[src/rtl/heartbeat_pulse_gen.sv]
// Heartbeat source: turns a BPM setting into a train of PULSE_W-cycle pulses spaced
// floor(60*CLK_HZ/bpm) cycles apart, with the period found by a bit-serial divider.
module heartbeat_pulse_gen #(
   parameter int CLK_HZ   = 1000,
   parameter int PULSE_W  = 5,
   parameter int PERIOD_W = 24
) (
   input  logic                clk,
   input  logic                reset,
   input  logic                enable,
   input  logic [7:0]          bpm_in,
   input  logic                bpm_load,
   output logic                pulse_out,
   output logic                beat_tick,
   output logic                busy,
   output logic [PERIOD_W-1:0] period_out
);

   localparam int                  CNT_W      = $clog2(PERIOD_W);
   localparam logic [PERIOD_W-1:0] NUMER      = PERIOD_W'(60 * CLK_HZ);
   localparam logic [PERIOD_W-1:0] MIN_PERIOD = PERIOD_W'(PULSE_W + 1);
   localparam logic [PERIOD_W-1:0] HIGH_LAST  = PERIOD_W'(PULSE_W - 1);
   localparam logic [CNT_W-1:0]    DIV_LAST   = CNT_W'(PERIOD_W - 1);

   typedef enum logic [1:0] {IDLE, DIVIDE, LOW, HIGH} state_t;

   state_t              state;
   logic [7:0]          divisor;
   logic [PERIOD_W-1:0] numer;
   logic [PERIOD_W-1:0] rem;
   logic [PERIOD_W-1:0] phase;
   logic [CNT_W-1:0]    div_cnt;

   logic [PERIOD_W:0]   trial;
   logic                q_bit;
   logic [PERIOD_W-1:0] rem_sub;
   logic [PERIOD_W-1:0] quot_final;
   logic [PERIOD_W-1:0] low_last;

   // trial's top bit is the guard bit; once q_bit is set the true difference
   // is below the divisor, so a PERIOD_W-bit subtraction is exact.
   always_comb begin
      trial      = {rem, numer[PERIOD_W-1]};
      q_bit      = trial >= {{(PERIOD_W-7){1'b0}}, divisor};
      rem_sub    = trial[PERIOD_W-1:0] - PERIOD_W'(divisor);
      quot_final = {numer[PERIOD_W-2:0], q_bit};
      low_last   = period_out - PERIOD_W'(PULSE_W) - PERIOD_W'(1);
   end

   always_ff @(posedge clk or posedge reset) begin
      if (reset) begin
         state      <= IDLE;
         pulse_out  <= 1'b0;
         beat_tick  <= 1'b0;
         busy       <= 1'b0;
         period_out <= '0;
         divisor    <= '0;
         numer      <= '0;
         rem        <= '0;
         phase      <= '0;
         div_cnt    <= '0;
      end else begin
         beat_tick <= 1'b0;
         if (bpm_load && state != DIVIDE) begin
            // A new rate aborts any beat in progress, including the rising edge.
            pulse_out <= 1'b0;
            if (bpm_in != 8'd0) begin
               state   <= DIVIDE;
               busy    <= 1'b1;
               divisor <= bpm_in;
               numer   <= NUMER;
               rem     <= '0;
               div_cnt <= '0;
            end else begin
               state      <= IDLE;
               period_out <= '0;
            end
         end else begin
            case (state)
               IDLE: begin
                  pulse_out <= 1'b0;
                  if (enable && period_out != '0) begin
                     state <= LOW;
                     phase <= '0;
                  end
               end
               DIVIDE: begin
                  numer   <= {numer[PERIOD_W-2:0], q_bit};
                  rem     <= q_bit ? rem_sub : trial[PERIOD_W-1:0];
                  div_cnt <= div_cnt + 1'b1;
                  if (div_cnt == DIV_LAST) begin
                     busy       <= 1'b0;
                     period_out <= (quot_final < MIN_PERIOD) ? MIN_PERIOD : quot_final;
                     phase      <= '0;
                     state      <= enable ? LOW : IDLE;
                  end
               end
               LOW: begin
                  if (!enable) begin
                     state     <= IDLE;
                     pulse_out <= 1'b0;
                  end else if (phase == low_last) begin
                     state     <= HIGH;
                     phase     <= '0;
                     pulse_out <= 1'b1;
                     beat_tick <= 1'b1;
                  end else begin
                     phase <= phase + 1'b1;
                  end
               end
               HIGH: begin
                  if (!enable) begin
                     state     <= IDLE;
                     pulse_out <= 1'b0;
                  end else if (phase == HIGH_LAST) begin
                     state     <= LOW;
                     phase     <= '0;
                     pulse_out <= 1'b0;
                  end else begin
                     phase <= phase + 1'b1;
                  end
               end
               default: begin
                  state     <= IDLE;
                  pulse_out <= 1'b0;
               end
            endcase
         end
      end
   end

endmodule

[config.mk]
export PLATFORM = sky130hd
export DESIGN_NAME = heartbeat_pulse_gen
export DESIGN_NICKNAME = d
export VERILOG_FILES = /design/src/rtl/heartbeat_pulse_gen.sv
export SDC_FILE = /design/constraint.sdc
export NUM_CORES = 1
export LEC_CHECK = 0
export ABC_AREA = 1
export ABC_CLOCK_PERIOD_IN_PS = 11200
export CORE_UTILIZATION = 60
export CTS_BUF_LIST = sky130_fd_sc_hd__clkbuf_4
export DETAILED_ROUTE_END_ITERATION = 12
export GPL_ROUTABILITY_DRIVEN = 0
export PLACE_DENSITY_LB_ADDON = 0.25
export SETUP_SLACK_MARGIN = 0.4
export SYNTH_ARGS = -nofsm -noshare
export SYNTH_HDL_FRONTEND = slang
export SYNTH_SLANG_ARGS = --single-unit
export TNS_END_PERCENT = 100
[constraint.sdc]
create_clock -name clk -period 11.2 [get_ports clk]
set_input_delay 2.24 -clock clk [delete_from_list [all_inputs] [get_ports clk]]
set_output_delay 2.24 -clock clk [all_outputs]
set_load 0.01 [all_outputs]
==> qor.yml, run 1 <==
sta:
  hold_viol: 0
  tightest_slew_ns: 1.20
  fin_skew_ns: 0.0191
  fmax_ghz: 0.230
  rsz0062_at_grt: "false"
  finalSetupViolCount: 0
  period_needed_ns: 4.34
  finalCritPeriodShare_pct: 38.8
  drv_slew: 0
  fin_setup_tns_ns: 0
  slew_headroom_pct: 20.3
global_route:
  grt_use_met3_pct: 7.05
  grt_pass1_vias: 5971
  grt_usage_pct: 32.1
  gr-total-overflow: 0
  top_usage_layer: "met2"
  grt_use_met2_pct: 54.0
  grtUsageMet1_pct: 40.4
  antenna_found_initial: 0
  grt_max_degree: 67
  grt_pass1_wl_um: 29200
synth:
  synth_edf_count: 0
  yosysUniqueCellTypes: 50
  synth-seq-cells: 114
  synth_top_area_share_pct: 40.8
  yosysSeqAreaShare_pct: 40.8
  syn_inst: 912
  synth_top_area_cell: "dfrtp_1"
  syn_nets: 937
  synth_ff_type: "dfrtp_1"
  yosys-top-cells-area: "dfrtp_1 41%, nand2_1 9.3%, inv_1 7.5%"
  synth_area_um2: 6990
  yosys_warnings: 0
  synth-async-reset-ratio_pct: 100
  post_synth.cell_area_avg_um2: 7.66
pwr:
  combPwrFrac_pct: 44.9
  clkPwrFrac_pct: 21.5
  switchingPower_mw: 0.744
  total_power_mw: 1.65
  power.leakage_nw: 3.71
  internal_power_mw: 0.910
  peakVddDrop_mv: 0.172
  swShare_pct: 45.0
  p_per_area_nw_per_um2: 213
  p_seq_share_pct: 33.6
detailed_routing:
  wl_um: 17900
  wl_per_cell_um: 16.2
  drtPass1Iterations: 6
  postRouteAntennaNets: 0
  viasPerCell: 5.77
  vias: 6355
  drc: 0
  drt_iter0_drc: 432
clock_tree:
  cts_buffer_depth: 2
  root_buffer: "clkbuf_4"
  numClockSinks: 114
  hold_buffers: 0
  cts_tree: "yes"
  cts_made_buffers: 17
  clkLatencyLatePin_ns: 0.56
  cts_setup_buffers: 0
  cts_htree_levels: 4
  clkSlewWorstSetupHoldPaths_ns: 0.11
  cts_resized: 0
finish:
  finalNetCount: 970
  drive_above_1_share_pct: 8.77
  areaGrowthSynthToFinish_pct: 11.2
  fillers: 945
  final_core_util_pct: 68.3
  final_common_cell: "nand2_1"
  layout_common_cells: "173 x nand2_1, 139 x inv_1, 114 x dfrtp_1"
  finalNonFillerCells: 1101
  regArea_um2: 2850
  diodes: 0
  multiInputGateArea_um2: 3440
die:
  start_util_pct: 61.5
  coreArea_um2: 11400
  fp-row-count: 39
  die_w_um: 110
  io_pins: 39
  die_y_um: 110
  dieArea_um2: 12100
setup_path:
  cp_max_fo: 34
  critPathArrivalTime_ns: 4.77
  startpoint_type: "primary input"
  path_class: "primary input to flip-flop"
  crit_path_end_kind: "flip-flop"
  crit_required_ns: 11.63
placed_design:
  dp_hpwl_um: 12600
  portBuffers: 38
  dp.cells: 1069
run_status:
  status: "finished clean"
hold_path:
  hold_class: "flip-flop to flip-flop"
job:
  maxCapViolCount: 0
[registers in the layout (all words and copies together) (netlist names)]
name and cells:
state 2, beat_tick 1, pulse_out 1, phase 24, div_cnt 5, divisor 8, period_out 24, rem 24
numer 24, busy 1
[stage by stage]
step                setup WS, ns  hold WS, ns  instance area (um^2)
floorplan                   5.94        0.448                  6990
global placement            6.36        0.463                  7430
detailed placement          6.31        0.468                  7430
CTS                         6.89        0.497                  7770
global route                6.65        0.547                  7770
finish                      6.86        0.490                  7770
[cells by family after synthesis]
| logic type | count (synthesis) | synth area share [%] |
|---|---|---|
| simple gates | 390 | 25.3 |
| buf+inv | 176 | 10.0 |
| compound gates | 170 | 15.3 |
| flops | 114 | 40.8 |
| xor+xnor | 49 | 6.14 |
| fa+ha+maj | 13 | 2.44 |
[area by class of cell]
cell class                 count  area share, %
timing repair buffer          40           5.09
multi-input combinational    622           44.2
inverter                     150           7.28
sequential                   114           36.7
clock buffer                  18           1.74
clock inverter                14           2.63
tap                          143           2.30
[final timing paths]
path / start / to / slack [ns] / cells after the start
setup / recovery: bpm_in[4] / div_cnt[2] / 6.86 / 8
hold / removal: busy / busy / 0.49 / 2
setup reg to reg: state[1] / div_cnt[2] / 7.73 / 9
hold reg to reg: busy / busy / 0.49 / 2
max in group asynchronous: reset / phase[13] / 7.85 / 3
min in group asynchronous: reset / div_cnt[0] / 2.19 / 2
[power groups by stage]
stage	logic [mW]	clock network, mW	registers [mW]
global route	0.833	0.376	0.564
CTS	0.729	0.359	0.554
finish	0.742	0.356	0.555
floorplan	0.582	0	0.546
global placement	0.710	0	0.558
detailed placement	0.723	0	0.560
[cells in the mapped netlist, types with 2 or more instances]
library cell / n
ha_1: 12
nand4_1: 20
nor4_1: 14
nand3b_1: 2
buf_6: 2
a22oi_1: 7
buf_1: 2
xor2_1: 37
buf_2: 9
o211ai_1: 3
nand3_2: 3
o2111ai_1: 3
nor2_2: 7
inv_2: 10
o21ai_0: 52
o21bai_1: 2
o22ai_1: 46
nor3_2: 2
a21oi_1: 26
nor2_1: 92
a31oi_1: 2
inv_1: 140
nor2_4: 4
o21ai_1: 11
nor3_1: 13
xnor2_1: 12
nand2_1: 173
clkbuf_1: 11
nand3_1: 48
a21oi_2: 2
nand2_2: 5
dfrtp_1: 114
o22ai_2: 9
[worst max-delay path, stage by stage]
cell and delay (ns):
clkdlybuf4s50_1 0.44, nor4_1 0.48, a31oi_4 0.30, nor2_1 0.16
buf_4 0.29, inv_1 0.51, a21oi_1 0.28, nor3_1 0.06
[metal layers]
layer / up-vias / share of wire [%] / wire, um
li1: 3084 / - / -
met5: - / 0 / 0
met1: 2990 / 43 / 7600
met3: 41 / 6.2 / 1110
met4: 0 / 2.4 / 422
met2: 240 / 49 / 8730
(Power assumes the default switching activity.)
==> run 2, diff against run 1 <==
ABC_CLOCK_PERIOD_IN_PS = 4500   (was 11200)
clock period = 4.5 ns   (was 11.2 ns; I/O delays follow)
==> run 2 against run 1 <==
Compared with the run above: register-to-register slack worse by 6.3 ns; design area is 0.14% lower; global-route usage is 0.58 points higher; largest power group unchanged.
==> qor.yml, run 2 (synthesis results as in run 1) <==
global_route:
  grt_usage_pct: 32.7  # +0.58 points
  gr-total-overflow: 0  # unchanged
  antenna_found_initial: 0  # unchanged
  grt_pass1_vias: 6129  # +2.6%
  grt_pass1_wl_um: 29600  # +1.6%
  grt_max_degree: 62  # -7.5%
clock_tree:
  cts_setup_buffers: 0  # unchanged
  cts_resized: 0  # unchanged
  root_buffer: "clkbuf_4"
  cts_buffer_depth: 2  # unchanged
  cts_made_buffers: 17  # unchanged
  hold_buffers: 0  # unchanged
  numClockSinks: 114  # unchanged
  clkSlewWorstSetupHoldPaths_ns: 0.12  # about the same
  cts_htree_levels: 4  # unchanged
  clkLatencyLatePin_ns: 0.54  # -0.02 ns
  cts_tree: "yes"
sta:
  fin_skew_ns: 0.0259  # +0.00686 ns
  tightest_slew_ns: 1.04  # -0.157 ns
  finalSetupViolCount: 0  # unchanged
  hold_viol: 0  # unchanged
  fin_setup_tns_ns: 0  # unchanged
  drv_slew: 0  # unchanged
  slew_headroom_pct: 30.7  # +10 points
  rsz0062_at_grt: "false"
  finalCritPeriodShare_pct: 67.2
  period_needed_ns: 3.02
  fmax_ghz: 0.331
setup_path:
  critical_path.top_delay_family: "buffers and inverters"
  cp_num_buf_inv: 3  # unchanged
  max_stage_delay_ns: 0.77  # +0.26 ns
  crit_required_ns: 4.87  # -6.76 ns
  path_class: "flip-flop to flip-flop"
  slowest_stage: "inv_1"
  critPathArrivalTime_ns: 3.39  # -1.38 ns
  crit_chain: "inv_2, nor2_4, inv_2, nand2_4, a31oi_4, nor2_1, inv_1, o22ai_1"
  startpoint_type: "flip-flop"
  cp_max_fo: 34  # unchanged
  cpMostUsedCell: "inv_2"
  crit_path_end_kind: "flip-flop"
detailed_routing:
  postRouteAntennaNets: 0  # unchanged
  wl_um: 18000  # +0.46%
  drc: 0  # unchanged
  drt_iter0_drc: 414  # -4.2%
  vias: 6381  # +0.41%
  viasPerCell: 5.77  # about the same
  wl_per_cell_um: 16.2  # +0.10%
  drtPass1Iterations: 5  # -1
pwr:
  combPwrFrac_pct: 45.8  # +0.9 points
  p_seq_share_pct: 34.0  # +0.4 points
  switchingPower_mw: 1.85  # +150%
  internal_power_mw: 2.21  # +140%
  total_power_mw: 4.05  # +150%
  p_per_area_nw_per_um2: 523  # +150%
  clkPwrFrac_pct: 20.1  # -1.4 points
  peakVddDrop_mv: 0.500  # +190%
  swShare_pct: 45.6  # +0.58 points
  power.leakage_nw: 3.70  # -0.32%
die:
  fp-row-count: 39  # unchanged
  die_y_um: 110  # unchanged
  die_w_um: 110  # unchanged
  coreArea_um2: 11400  # unchanged
  io_pins: 39  # unchanged
  dieArea_um2: 12100  # unchanged
  start_util_pct: 61.5  # unchanged
job:
  maxCapViolCount: 0  # unchanged
finish:
  layout_common_cells: "173 x nand2_1, 139 x inv_1, 114 x dfrtp_1"
  final_common_cell: "nand2_1"
  diodes: 0  # unchanged
  fillers: 961  # +1.7%
  drive_above_1_share_pct: 8.73  # -0.036 points
  areaGrowthSynthToFinish_pct: 11.0
  finalNetCount: 974  # +0.41%
run_status:
  status: "finished clean"
placed_design:
  portBuffers: 38  # unchanged
  dp_hpwl_um: 13000  # +3.2%
hold_path:
  hold_class: "flip-flop to flip-flop"
run 2: final cells by class:
class                   instances  area (um^2)  share of cell area [%]
clock inverters                14          163                    2.10
flip-flops and latches        114         2850                    36.8
inverters                     150          566                    7.29
well taps                     143          179                    2.31
clock buffers                  18          135                    1.74
repair buffers                 44          425                    5.48
multi-input cells             622         3440                    44.3
run 2: path summary, 6_finish.rpt:
check	start	end	slack, ns	cells after the start
max reg2reg	state[0]	numer[10]	1.48	8
min reg2reg	rem[23]	rem[23]	0.51	2
max	state[0]	numer[10]	1.48	8
max in group asynchronous	reset	period_out[7]	2.87	3
min	rem[23]	rem[23]	0.51	2
min in group asynchronous	reset	divisor[5]	0.84	2
run 2: per-stage QoR:
stage	util, %	hold slack (ns)	instance area (um^2)	std cells	worst slack, ns
floorplan	-	0.448	6990	912	0.584
global placement	65.6	0.468	7460	1073	1.23
detailed placement	65.6	0.473	7460	1073	1.22
CTS	68.2	0.505	7760	1105	1.49
global route	68.2	0.545	7760	1105	1.15
finish	68.2	0.513	7760	1105	1.48
run 2: layer usage:
layer / routed length [um] / global-route usage, % / up-vias
li1: - / - / 3086
met1: 7760 / 41.2 / 3024
met2: 8560 / 54.0 / 219
met3: 888 / 5.22 / 52
met4: 733 / 17.6 / 0
met5: 0 / 0 / -
run 2: worst min-delay path: stages, from the launching register on:
cell and delay [ns]:
dfrtp_1 0.38, nand2_1 0.06, nand2_1 0.05
run 2: power groups by stage:
stage | registers [mW] | clock network (mW) | logic, mW
final | 1.38 | 0.816 | 1.86
after global routing | 1.40 | 0.867 | 2.09
after CTS | 1.38 | 0.820 | 1.83
after detailed placement | 1.39 | 0 | 1.82
after global placement | 1.39 | 0 | 1.78
after floorplan | 1.36 | 0 | 1.45
